$ cat src/rtl/glyph_plotter.sv
`default_nettype none
// ============================================================================
// Module   : glyph_plotter
// Brief    : Scaled glyph renderer; fetches bitmap rows from an external ROM
//            and streams one pixel per cycle under valid/ready backpressure.
// Revision : 1.0 - initial release
// ============================================================================
module glyph_plotter #(
    parameter int GLYPH_W  = 8,
    parameter int GLYPH_H  = 10,
    parameter int COORD_W  = 8,
    parameter int COLOUR_W = 6,
    parameter int CODE_W   = 6,
    parameter int SCALE_W  = 2
) (
    input  logic                       clock,
    input  logic                       reset,
    input  logic                       start,
    input  logic [CODE_W-1:0]          char_code,
    input  logic [COORD_W-1:0]         origin_x,
    input  logic [COORD_W-1:0]         origin_y,
    input  logic [SCALE_W-1:0]         scale_m1,
    input  logic [COLOUR_W-1:0]        fg_colour,
    input  logic [COLOUR_W-1:0]        bg_colour,
    input  logic                       opaque,
    output logic [CODE_W-1:0]          rom_code,
    output logic [$clog2(GLYPH_H)-1:0] rom_row,
    input  logic [GLYPH_W-1:0]         rom_bits,
    output logic [COORD_W-1:0]         plot_x,
    output logic [COORD_W-1:0]         plot_y,
    output logic [COLOUR_W-1:0]        plot_colour,
    output logic                       plot_valid,
    input  logic                       plot_ready,
    output logic                       busy,
    output logic                       done
);

    localparam int COL_W = (GLYPH_W > 1) ? $clog2(GLYPH_W) : 1;
    localparam int ROW_W = $clog2(GLYPH_H);
    localparam logic [COL_W-1:0] c_last_col = COL_W'(GLYPH_W - 1);
    localparam logic [ROW_W-1:0] c_last_row = ROW_W'(GLYPH_H - 1);

    typedef enum logic [1:0] {
        S_IDLE  = 2'd0,
        S_FETCH = 2'd1,
        S_EMIT  = 2'd2,
        S_DONE  = 2'd3
    } state_t;

    state_t                r_state;
    state_t                w_next_state;

    logic [CODE_W-1:0]     r_code;
    logic [ROW_W-1:0]      r_row;
    logic [SCALE_W-1:0]    r_sy;
    logic [COL_W-1:0]      r_col;
    logic [SCALE_W-1:0]    r_sx;
    logic [SCALE_W-1:0]    r_scale_m1;
    logic [COORD_W-1:0]    r_ox;
    logic [COORD_W-1:0]    r_oy;
    logic [COLOUR_W-1:0]   r_fg;
    logic [COLOUR_W-1:0]   r_bg;
    logic                  r_opaque;
    logic [GLYPH_W-1:0]    r_line;
    // Pixel offsets from the origin (c*S+sx, r*S+sy) kept as running counts
    logic [COORD_W-1:0]    r_xoff;
    logic [COORD_W-1:0]    r_yoff;
    logic [COORD_W-1:0]    r_plot_x;
    logic [COORD_W-1:0]    r_plot_y;
    logic [COLOUR_W-1:0]   r_plot_colour;
    logic                  r_plot_valid;

    logic                  w_advance;
    logic                  w_line_end;
    logic                  w_last_cell;
    logic [SCALE_W-1:0]    w_sx_next;
    logic [COL_W-1:0]      w_cell_col;
    logic [COORD_W-1:0]    w_cell_xoff;
    logic [GLYPH_W-1:0]    w_cell_bits;
    logic                  w_cell_bit;
    logic [COORD_W-1:0]    w_plot_x;
    logic [COORD_W-1:0]    w_plot_y;

    assign w_advance   = (r_state == S_EMIT) && (!r_plot_valid || plot_ready);
    assign w_line_end  = (r_col == c_last_col) && (r_sx == r_scale_m1);
    assign w_last_cell = w_line_end && (r_row == c_last_row) && (r_sy == r_scale_m1);
    assign w_sx_next   = (r_sx == r_scale_m1) ? '0 : r_sx + SCALE_W'(1);

    // In FETCH the first cell of the line is built straight from the ROM output
    always_comb begin
        w_cell_col  = '0;
        w_cell_xoff = '0;
        w_cell_bits = r_line;
        if (r_state == S_FETCH) begin
            w_cell_bits = rom_bits;
        end else begin
            w_cell_col  = (r_sx == r_scale_m1) ? r_col + COL_W'(1) : r_col;
            w_cell_xoff = r_xoff + COORD_W'(1);
        end
        w_cell_bit = w_cell_bits[c_last_col - w_cell_col];
    end

    assign w_plot_x = r_ox + w_cell_xoff;
    assign w_plot_y = r_oy + r_yoff;

    always_comb begin
        w_next_state = r_state;
        case (r_state)
            S_IDLE:  if (start) w_next_state = S_FETCH;
            S_FETCH: w_next_state = S_EMIT;
            S_EMIT:  if (w_advance && w_line_end)
                         w_next_state = w_last_cell ? S_DONE : S_FETCH;
            S_DONE:  w_next_state = S_IDLE;
            default: w_next_state = S_IDLE;
        endcase
    end

    always_ff @(posedge clock) begin
        if (reset) r_state <= S_IDLE;
        else       r_state <= w_next_state;
    end

    always_ff @(posedge clock) begin
        if (reset) begin
            r_code        <= '0;
            r_row         <= '0;
            r_sy          <= '0;
            r_col         <= '0;
            r_sx          <= '0;
            r_scale_m1    <= '0;
            r_ox          <= '0;
            r_oy          <= '0;
            r_fg          <= '0;
            r_bg          <= '0;
            r_opaque      <= 1'b0;
            r_line        <= '0;
            r_xoff        <= '0;
            r_yoff        <= '0;
            r_plot_x      <= '0;
            r_plot_y      <= '0;
            r_plot_colour <= '0;
            r_plot_valid  <= 1'b0;
        end else begin
            case (r_state)
                S_IDLE: begin
                    if (start) begin
                        r_code     <= char_code;
                        r_ox       <= origin_x;
                        r_oy       <= origin_y;
                        r_scale_m1 <= scale_m1;
                        r_fg       <= fg_colour;
                        r_bg       <= bg_colour;
                        r_opaque   <= opaque;
                        r_row      <= '0;
                        r_sy       <= '0;
                        r_col      <= '0;
                        r_sx       <= '0;
                        r_xoff     <= '0;
                        r_yoff     <= '0;
                    end
                end
                S_FETCH: begin
                    r_line        <= rom_bits;
                    r_plot_valid  <= w_cell_bit | r_opaque;
                    r_plot_x      <= w_plot_x;
                    r_plot_y      <= w_plot_y;
                    r_plot_colour <= w_cell_bit ? r_fg : r_bg;
                end
                S_EMIT: begin
                    if (w_advance) begin
                        if (w_line_end) begin
                            r_plot_valid <= 1'b0;
                            r_col        <= '0;
                            r_sx         <= '0;
                            r_xoff       <= '0;
                            // Row index stays in range after the final line
                            if (!w_last_cell) begin
                                r_yoff <= r_yoff + COORD_W'(1);
                                if (r_sy == r_scale_m1) begin
                                    r_sy  <= '0;
                                    r_row <= r_row + ROW_W'(1);
                                end else begin
                                    r_sy  <= r_sy + SCALE_W'(1);
                                end
                            end
                        end else begin
                            r_col         <= w_cell_col;
                            r_sx          <= w_sx_next;
                            r_xoff        <= w_cell_xoff;
                            r_plot_valid  <= w_cell_bit | r_opaque;
                            r_plot_x      <= w_plot_x;
                            r_plot_y      <= w_plot_y;
                            r_plot_colour <= w_cell_bit ? r_fg : r_bg;
                        end
                    end
                end
                default: ;
            endcase
        end
    end

    assign rom_code    = r_code;
    assign rom_row     = r_row;
    assign plot_x      = r_plot_x;
    assign plot_y      = r_plot_y;
    assign plot_colour = r_plot_colour;
    assign plot_valid  = r_plot_valid;
    assign busy        = (r_state != S_IDLE);
    assign done        = (r_state == S_DONE);

endmodule
`default_nettype wire

$ cat config.mk
export PLATFORM = sky130hd
export DESIGN_NAME = glyph_plotter
export DESIGN_NICKNAME = d
export VERILOG_FILES = /design/src/rtl/glyph_plotter.sv
export SDC_FILE = /design/constraint.sdc
export NUM_CORES = 1
export LEC_CHECK = 0
export BUFFER_PORTS_ARGS = -buffer_cell sky130_fd_sc_hd__buf_2
export CORE_MARGIN = 3
export CORE_UTILIZATION = 45
export CTS_CLUSTER_SIZE = 10
export DETAILED_ROUTE_END_ITERATION = 7
export GPL_ROUTABILITY_DRIVEN = 0
export PLACE_DENSITY = 0.72
export SYNTH_ARGS = -nofsm -noshare
export SYNTH_HDL_FRONTEND = slang
export SYNTH_SLANG_ARGS = --single-unit
$ cat constraint.sdc
create_clock -name clock -period 3.83 [get_ports clock]
set_clock_uncertainty 0.1 [all_clocks]
set_input_delay 0.383 -clock clock [delete_from_list [all_inputs] [get_ports clock]]
set_output_delay 0.383 -clock clock [all_outputs]
set_load 0.05 [all_outputs]
Yosys cells after proc, flatten, opt, wreduce, memory -nomap -nowiden
Index checks and enable logic that the tools add are counted.
{"block": "totals", "regBits": 97, "out_inout_bits": 35, "elab_cells": 113, "in_bits": 49}
{"block": "classes", "n_eq_ne": 14, "muxes": 51, "add_sub_neg": 9, "n_bitwise": 1, "reduce_logical": 18, "order_cmp": 1}
{"cell": "$mux 8", "count": 12}
{"cell": "$pmux 8 s2", "count": 4}
{"cell": "$mux 2", "count": 11}
{"cell": "$mux 4", "count": 5}
{"cell": "$mux 6", "count": 3}
{"cell": "$add 8x1->8 const B", "count": 2}
{"cell": "$add 8x8->8", "count": 2}
{"cell": "$mux 3", "count": 5}
{"cell": "$pmux 6 s2", "count": 1}
{"cell": "$ne 2x2->1 const B", "count": 5}
{"cell": "$pmux 2 s2", "count": 2}
{"cell": "$pmux 2 s4", "count": 1}
{"cell": "$pmux 4 s2", "count": 1}
{"cell": "$pmux 3 s2", "count": 1}
{"cell": "$reduce_and 2->1", "count": 3}
{"cell": "$reduce_and 3->1", "count": 2}
{"cell": "$reduce_and 6->1", "count": 1}
{"cell": "$reduce_bool 2->1", "count": 3}
{"cell": "$logic_and 1x1->1", "count": 5}
{"cell": "$reduce_and 5->1", "count": 1}
{"cell": "$add 2x1->2 const B", "count": 2}
{"cell": "$add 4x1->4 const B", "count": 1}
{"cell": "$eq 2x2->1", "count": 2}
{"cell": "$eq 2x2->1 const B", "count": 2}
{"cell": "14 further kinds", "count": 17}

Depth between registers and ports, before layout
Gate-level depths: netlist of the first run.
{"block": "depth", "word_depth": 10, "ltp_mapped": 13, "depth_no_buf": 11}

Least setup slack after synthesis of the first run
No wires, ideal clock.
{"block": "synth_timing", "path_type": "reg-to-reg", "start": "register r_state[0]", "end": "register r_plot_x[6] (netlist: plot_x[6])", "setup_ns": 0.086, "required_time_ns": 3.644, "arrival_ns": 2.694, "synth_period_minus_slack_ns": 2.879, "path_buffers": 3, "path_slack_ns": 0.951, "path_stages_with_launch": 14, "cell_sequence": "dfxtp_1 > clkbuf_1 > nor2b_1 > buf_2 > buf_1 > nor2_1 > ha_1 > fa_1 > a21oi_1 > o21ai_0 > a31oi_1 > maj3_1 > nor2_1 > a211oi_1"}
{"block": "synth_between", "elab_chain_cells": 6, "elab_cells_between_ends": 12, "classes_between": "add/sub (1); eq/ne (4); mux (4); reduce/logical (3)"}
{"item": "start, declared", "line_no": "50", "source": "state_t r_state;"}
{"item": "start signal, assigned", "line_no": "120", "source": "else r_state <= w_next_state;"}
{"item": "$eq 2x1->1", "line_no": "94, 144"}
{"item": "$mux 8", "line_no": "94", "source": "if (r_state == S_FETCH) begin"}
{"item": "$add 8x8->8", "line_no": "103", "source": "assign w_plot_x = r_ox + w_cell_xoff;"}
{"item": "$mux 8", "line_no": "171", "source": "if (w_line_end) begin"}
{"item": "$mux 8", "line_no": "170", "source": "if (w_advance) begin"}
{"item": "$pmux 8 s2", "line_no": "144", "source": "case (r_state)"}
{"item": "end signal, assigned", "line_no": "165", "source": "r_plot_x <= w_plot_x;"}
{"item": "end signal, assigned", "line_no": "191", "source": "r_plot_x <= w_plot_x;"}
{"item": "end, declared", "line_no": "68", "source": "logic [COORD_W-1:0] r_plot_x;"}
Several ways; a longest one is shown, not always the timed one. The select of a mux whose other input is x is not followed.
A chain may end at the register's enable or synchronous reset.

Worst setup path after layout of the first run
{"block": "layout_timing", "start": "register r_state[1]", "end": "register r_plot_y[6] (netlist: plot_y[6])"}
{"block": "layout_between", "elab_chain_cells": 4, "elab_cells_between_ends": 8, "classes_between": "eq/ne (4); mux (1); reduce/logical (3)"}
{"item": "$eq 2x2->1", "line_no": "84, 144"}
{"item": "$logic_and 1x1->1", "line_no": "84", "source": "assign w_advance = (r_state == S_EMIT) && (!r_plot_valid || plot_ready);"}
{"item": "$ne 2x2->1 (no source line)"}
{"item": "$reduce_and 3->1 (no source line)"}
{"item": "end signal, assigned", "line_no": "166", "source": "r_plot_y <= w_plot_y;"}
{"item": "end signal, assigned", "line_no": "192", "source": "r_plot_y <= w_plot_y;"}
{"item": "end, declared", "line_no": "69", "source": "logic [COORD_W-1:0] r_plot_y;"}
Several ways; a longest one is shown, not always the timed one.

==> results.yml, run 1 <==
layout:
  ff_latch_area_um2: 1942
  areaGrowthSynthToFinish_pct: 14.80
  fin_util: 0.5335
  multiInputGateArea_um2: 2668
  nNetsFinal: 733
  final_std_cell_area_no_fill_um2: 5533
  post_route_cells_drive_above_1_share: 0.1719
  antenna_cells: 0
  fillerInstances: 1045
placed_design:
  detailed_place_hpwl_um: 8444
  post_place_cell_area_um2: 5311
  place.port_buffers: 83
synthesis:
  synth.top_cells.by_count: "sky130_fd_sc_hd__nand2_1 (132), sky130_fd_sc_hd__dfxtp_1 (97), sky130_fd_sc_hd__a21oi_1 (74), sky130_fd_sc_hd__nor2_1 (45), sky130_fd_sc_hd__clkbuf_1 (24)"
  postSynth.asyncResetShare: 0
  yosys_most_used_dff: "sky130_fd_sc_hd__dfxtp_1"
  total_nets_after_synthesis: 667
  syn_area_um2: 4820
  synth.top_cells.by_area: "sky130_fd_sc_hd__dfxtp_1 (40%), sky130_fd_sc_hd__nand2_1 (10%), sky130_fd_sc_hd__a21oi_1 (7.7%)"
  yosys_register_bits: 97
  netlist.area_leader.share: 0.4029
  synth.lib_cells_used.distinct: 60
  synth_top_cell_by_area: "sky130_fd_sc_hd__dfxtp_1"
  synthesis.area_per_instance_um2: 8.060
  synth-edff-count: 0
  synth-seq-area-share: 0.4029
  ys_warn_count: 0
  yosys.cell_count.top_type: "sky130_fd_sc_hd__nand2_1"
  synth_instances: 598
worst_setup_path:
  rr_worst_depth: 6
  regToRegStartpoint: "r_state[1]"
  setup.reg_to_reg.worst_slack_ns: 0.88
  critical_path.most_common_cell: "sky130_fd_sc_hd__nor2_1"
  timing.critical_path.from_type: "flop"
  critical_path_arrival_ns: 3.14
  slowest_stage: "sky130_fd_sc_hd__dfxtp_1"
  critPathMaxFanout: 16
  setup.worst_path.class: "reg2reg"
  setup.worst_path.end_class: "flop"
  timing.critical_path.slowest_cell_delay_ns: 0.63
  crit-reg2reg-capture: "plot_y[6]"
  crit_required_ns: 4.02
  critical_path_cell_sequence: "nor2_1 > a211o_1 > nor2_1 > nor2_1 > or3b_2 > a21oi_1"
pwr:
  irDropWorstVdd_mv: 0.2553
  p_per_area_nw_per_um2: 407.2
  p_sw_frac: 0.2988
  p_comb_frac: 0.178
  seq_power_share: 0.491
  power_leakage_nw: 2.242
  net-switching-power_w: 0.0006731
  share_clk_of_total_power: 0.331
  cellInternalPower_w: 0.001580
cts:
  root_buffer_cell: "sky130_fd_sc_hd__clkbuf_8"
  clkLatencyLatePin_ns: 0.37
  cts_setup_buffers: 0
  ctsHtreeMaxLevel: 3
  cts_buffer_depth: 2
  cts_num_sinks: 97
  tritoncts: "yes"
  holdBufCountCts: 0
  cts_inserted_buffers: 9
  clk_transition_reported_paths_ns: 0.10
  postCtsResizedCells: 0
sta:
  grt_setup_unrepaired: "no"
  setup_total_negative_slack_ns: 0
  period_needed_ns: 2.953
  timing.final.crit_share: 0.7710
  fmax_achieved_mhz: 338.6
  setup_violations: 0
  worst_pin_slew_ns: 0.8834
  timing.final.max_slew_violations: 0
  hold_viol: 0
  timing.slew.headroom: 0.4097
outcome:
  status: "finished clean"
die:
  chipWidth_um: 109.5
  num_rows: 37
  dieArea_um2: 11990
  starting_density: 0.4648
  core_area_um2: 10370
  design.portCount: 84
  die_outline_height_um: 109.5
global_route:
  grt_use_met3: 0.03464
  globalRouteMet1Util: 0.2457
  grt_antenna_before_repair: 0
  grtUsageTotal: 0.2023
  global_route.usage.met2: 0.3592
  grt_pass1_wl_um: 19380
  globalRoute.totalOverflow: 0
  grt_pass1_vias: 4238
  grt_start_max_net_pins: 82
  globalRoute.busiestLayer: "met2"
drt:
  routed_wire_length_per_instance_um: 14.53
  detailedRoute.firstIterationViolations: 246
  detail-route-antenna-nets: 0
  drt_wl_total_um: 11700
  drc_errors: 0
  avgViaCountPerCell: 5.396
  total_via_count_in_the_routed_design: 4344
  first_pass_iters: 5
flow_run:
  drv_cap: 0
hold_path:
  hold_start: "char_code[5]"
  hp-class: "in2reg"
  holdPathEnd: "rom_code[5]"
  timing.hold.worst_path_depth: 3
## layout make-up
cell class                      instances  area share
Inverter                               19     0.01289
Clock buffer                           12     0.02623
Tap cell                              136     0.03076
Clock inverter                          4     0.01379
Timing Repair Buffer                   89     0.08322
Sequential cell                        97      0.3510
Multi-Input combinational cell        448      0.4821
## power groups by stage
stage	sequential (W)	combinational, W	clock, W
after global routing	0.00111	0.000443	0.000793
final	0.00111	0.000400	0.000747
after detailed placement	0.00113	0.000401	0
after CTS	0.00111	0.000403	0.000755
after floorplan	0.00120	0.000226	0
after global placement	0.00113	0.000392	0
## flip-flops by register name (all words and copies together) (netlist names), 3 cells and up
register	flops
r_line	8
rom_code	6
r_xoff	8
plot_x	8
r_fg	6
rom_row	4
r_oy	8
r_ox	8
plot_colour	6
r_col	3
plot_y	8
r_bg	6
r_yoff	8
## routing by layer
metal / wire, um / vias up
met5: 0 / -
li1: - / 2194
met1: 5096 / 2043
met4: 168 / 0
met2: 5984 / 91
met3: 446 / 16
## worst max-delay path, delay by kind of cell (launching register included)
kind	cells	cell delay [ns]
and+or+nand+nor	4	1.50
DFF	1	0.63
AOI/OAI and AO/OA	2	0.63
## metrics by stage
step,instances,hold slack [ns],total power (W),setup WS (ns)
CTS,805,0.1285,0.002264,0.8888
detailed placement,789,0.3466,0.001531,0.9464
global placement,789,0.3407,0.001519,0.9666
floorplan,598,0.3331,0.001422,0.9506
global route,805,0.1291,0.002350,0.6382
finish,805,0.1422,0.002253,0.8770
## cells in the final DEF (no fill, tap or decap), types with 3 or more instances in the layout
cell type	n
sky130_fd_sc_hd__nand2_1	132
sky130_fd_sc_hd__dfxtp_1	97
sky130_fd_sc_hd__buf_2	83
sky130_fd_sc_hd__a21oi_1	74
sky130_fd_sc_hd__nor2_1	45
sky130_fd_sc_hd__xnor2_1	23
sky130_fd_sc_hd__inv_1	18
sky130_fd_sc_hd__ha_1	18
sky130_fd_sc_hd__o21ai_0	13
sky130_fd_sc_hd__mux2i_1	13
sky130_fd_sc_hd__nor3_1	12
sky130_fd_sc_hd__a211oi_1	11
sky130_fd_sc_hd__nand3_1	10
sky130_fd_sc_hd__clkbuf_8	10
sky130_fd_sc_hd__xor2_1	9
sky130_fd_sc_hd__nand4_1	7
sky130_fd_sc_hd__o221ai_1	7
sky130_fd_sc_hd__buf_4	6
sky130_fd_sc_hd__and2_1	5
sky130_fd_sc_hd__nor2b_1	5
sky130_fd_sc_hd__a221oi_1	5
sky130_fd_sc_hd__nand2b_1	4
sky130_fd_sc_hd__a31oi_1	4
sky130_fd_sc_hd__a22oi_1	3
sky130_fd_sc_hd__nand3b_1	3
sky130_fd_sc_hd__and3_1	3
sky130_fd_sc_hd__a21boi_0	3
## worst max-delay path by stage
stage | start | endpoint | slack, ns | depth (start not counted)
6_report | r_state[1] | plot_y[6] | 0.88 | 6
5_1_grt | r_state[1] | plot_y[6] | 0.64 | 6
4_1_cts | r_state[1] | plot_y[6] | 0.89 | 6
3_5_place_dp | r_state[1] | plot_y[6] | 0.95 | 6
3_3_place_gp | r_state[1] | plot_y[6] | 0.97 | 6
2_1_floorplan | r_state[0] | plot_x[6] | 0.95 | 13
## cell families after synthesis
logic type,count (synthesis),synth area share
compound gates,143,0.1869
mux,14,0.03167
xor+xnor,34,0.06490
fa+ha+maj,21,0.05711
simple gates,236,0.2121
flops,97,0.4029
buf+inv,53,0.04439
Note: power is estimated with default switching activity, not from simulation.
==> run 2, diff against run 1 <==
==> constraint.sdc (replaced) <==
create_clock -name clock -period 2.9 [get_ports clock]
set_clock_uncertainty 0.1 [all_clocks]
set_input_delay 0.29 -clock clock [delete_from_list [all_inputs] [get_ports clock]]
set_output_delay 0.29 -clock clock [all_outputs]
set_load 0.05 [all_outputs]
==> run 2 against run 1 <==
Net effect: sequential power grew 32%; via count grew 0.92%; worst setup slack lost 0.70 ns; hold slack lost 0.10 ns; first-iteration DRC count shrank 24%; power grew 29%; non-clock buffer count grew 8; die area is the same; final area grew 0.86%; cell count grew 0.99%; critical path type unchanged; global-route usage grew 0.054 points.
==> results.yml, run 2 (synthesis results as in run 1) <==
layout:
  fillerInstances: 1011
  post_route_cells_drive_above_1_share: 0.1876
  layout_commonest_cell: "sky130_fd_sc_hd__nand2_1"
  nNetsFinal: 741
  mostFrequentLayoutCells: "sky130_fd_sc_hd__nand2_1 (132), sky130_fd_sc_hd__dfxtp_1 (96), sky130_fd_sc_hd__buf_2 (83)"
  final_cells: 813
  areaGrowthSynthToFinish_pct: 15.78
  final_std_cell_area_no_fill_um2: 5580
  antenna_cells: 0
worst_setup_path:
  critical_path_arrival_ns: 2.86
  slowest_stage: "sky130_fd_sc_hd__mux4_2"
  timing.critical_path.from_type: "flop"
  crit_required_ns: 3.04
  regToRegStartpoint: "r_scale_m1[0]"
  critPathMaxFanout: 10
  setup.reg_to_reg.worst_slack_ns: 0.18
  cp-endpoint: "plot_colour[4]"
  rr_worst_depth: 7
  critical_path_cell_sequence: "xnor2_2 > and2_1 > a21oi_2 > mux4_2 > a21boi_4 > mux2i_1 > a221oi_1"
  timing.critical_path.slowest_cell_delay_ns: 0.49
  crit-reg2reg-capture: "plot_colour[4]"
  setup.worst_path.end_class: "flop"
  setup.worst_path.class: "reg2reg"
  timing.critical_path.from: "r_scale_m1[0]"
die:
  num_rows: 37
  die_outline_height_um: 109.5
  chipWidth_um: 109.5
  dieArea_um2: 11990
  starting_density: 0.4648
  design.portCount: 84
  core_area_um2: 10370
cts:
  cts_buffer_depth: 2
  cts_num_sinks: 97
  cts_inserted_buffers: 9
  cts_setup_buffers: 0
  ctsHtreeMaxLevel: 3
  clk_transition_reported_paths_ns: 0.10
  tritoncts: "yes"
  clkLatencyLatePin_ns: 0.37
  holdBufCountCts: 0
  root_buffer_cell: "sky130_fd_sc_hd__clkbuf_8"
sta:
  timing.final.crit_share: 0.9380
  grt_setup_unrepaired: "no"
  period_needed_ns: 2.720
  setup_total_negative_slack_ns: 0
  timing.final.max_slew_violations: 0
  setup_violations: 0
  hold_ws_ns: 0.03929
  worst_pin_slew_ns: 0.7202
  fmax_achieved_mhz: 367.6
  timing.slew.headroom: 0.5170
  hold_viol: 0
drt:
  drt_wl_total_um: 11870
  detailedRoute.firstIterationViolations: 188
  routed_wire_length_per_instance_um: 14.60
  first_pass_iters: 4
  avgViaCountPerCell: 5.392
  detail-route-antenna-nets: 0
  total_via_count_in_the_routed_design: 4384
  drc_errors: 0
placed_design:
  numPlacedInstances: 797
  place.port_buffers: 83
  detailed_place_hpwl_um: 8670
  post_place_cell_area_um2: 5371
outcome:
  status: "finished clean"
flow_run:
  drv_cap: 0
pwr:
  irDropWorstVdd_mv: 0.2576
  power_leakage_nw: 2.259
  p_per_area_nw_per_um2: 522.8
  total_power_w: 0.002917
global_route:
  grt_start_max_net_pins: 52
  grt_antenna_before_repair: 0
  globalRoute.totalOverflow: 0
  grt_pass1_vias: 4204
  grt_pass1_wl_um: 19400
  grtUsageTotal: 0.2029
hold_path:
  hp-class: "in2reg"
[run 2: changes by cell type in the layout (fill, tap and decap cells not counted)]
cell,change
sky130_fd_sc_hd__ha_1,-1
sky130_fd_sc_hd__clkinvlp_4,+4
sky130_fd_sc_hd__buf_4,+8
sky130_fd_sc_hd__clkinv_4,-1
sky130_fd_sc_hd__dfxtp_2,+1
sky130_fd_sc_hd__clkbuf_1,-2
sky130_fd_sc_hd__bufinv_16,-1
sky130_fd_sc_hd__dfxtp_1,-1
sky130_fd_sc_hd__ha_2,+1
[run 2: critical path, delay by kind of cell (launching register included)]
family | cells | cell delay, ns
compound gates | 3 | 0.54
xor+xnor | 1 | 0.40
flops | 1 | 0.36
mux | 2 | 0.75
simple gates | 1 | 0.42
[run 2: what timing repair did]
| action | 4_1_cts | 5_1_grt |
|---|---|---|
| endpoints found under the setup margin | 0 | 1 |
| endpoints found under the hold margin | 0 | 0 |
| gates resized for setup | 0 | 2 |
[run 2: stage by stage]
stage	util	worst slack, ns
2_1_floorplan	-	0.02057
3_3_place_gp	0.5180	0.3574
3_5_place_dp	0.5180	0.2245
4_1_cts	0.5378	0.2043
5_1_grt	0.5381	0.03694
6_report	0.5381	0.1799
[run 2: area by class of cell]
cell class / instances / area, um^2 / area share
Clock inverter: 6 / 67.56 / 0.01211
Inverter: 19 / 71.32 / 0.01278
Multi-Input combinational cell: 448 / 2670 / 0.4785
Timing Repair Buffer: 97 / 520.5 / 0.09327
Sequential cell: 97 / 1943 / 0.3482
Clock buffer: 10 / 137.6 / 0.02466
Tap cell: 136 / 170.2 / 0.03049
[run 2: how the worst min path moves through the flow]
stage	startpoint	endpoint	depth (start not counted)	slack [ns]
after floorplan	rom_bits[4]	r_line[4]	2	0.33
after global placement	plot_y[4]	plot_y[4]	2	0.34
after detailed placement	plot_y[6]	plot_y[6]	2	0.35
after CTS	fg_colour[5]	r_fg[5]	3	0.03
after global routing	bg_colour[3]	r_bg[3]	3	0.03
final	fg_colour[5]	r_fg[5]	3	0.04
[run 2: power breakdown]
group | switching, W | internal [W] | total (W)
logic | 0.000366 | 0.000181 | 0.000546
registers | 0.0000523 | 0.00140 | 0.00146
clock network | 0.000494 | 0.000422 | 0.000915
[run 2: metal layers]
layer | vias to the layer above | global-route usage | routed length (um)
li1 | 2203 | - | -
met1 | 2063 | 0.2406 | 5059
met2 | 96 | 0.3583 | 6122
met3 | 22 | 0.04404 | 426
met4 | 0 | 0.07480 | 263
met5 | - | 0 | 0
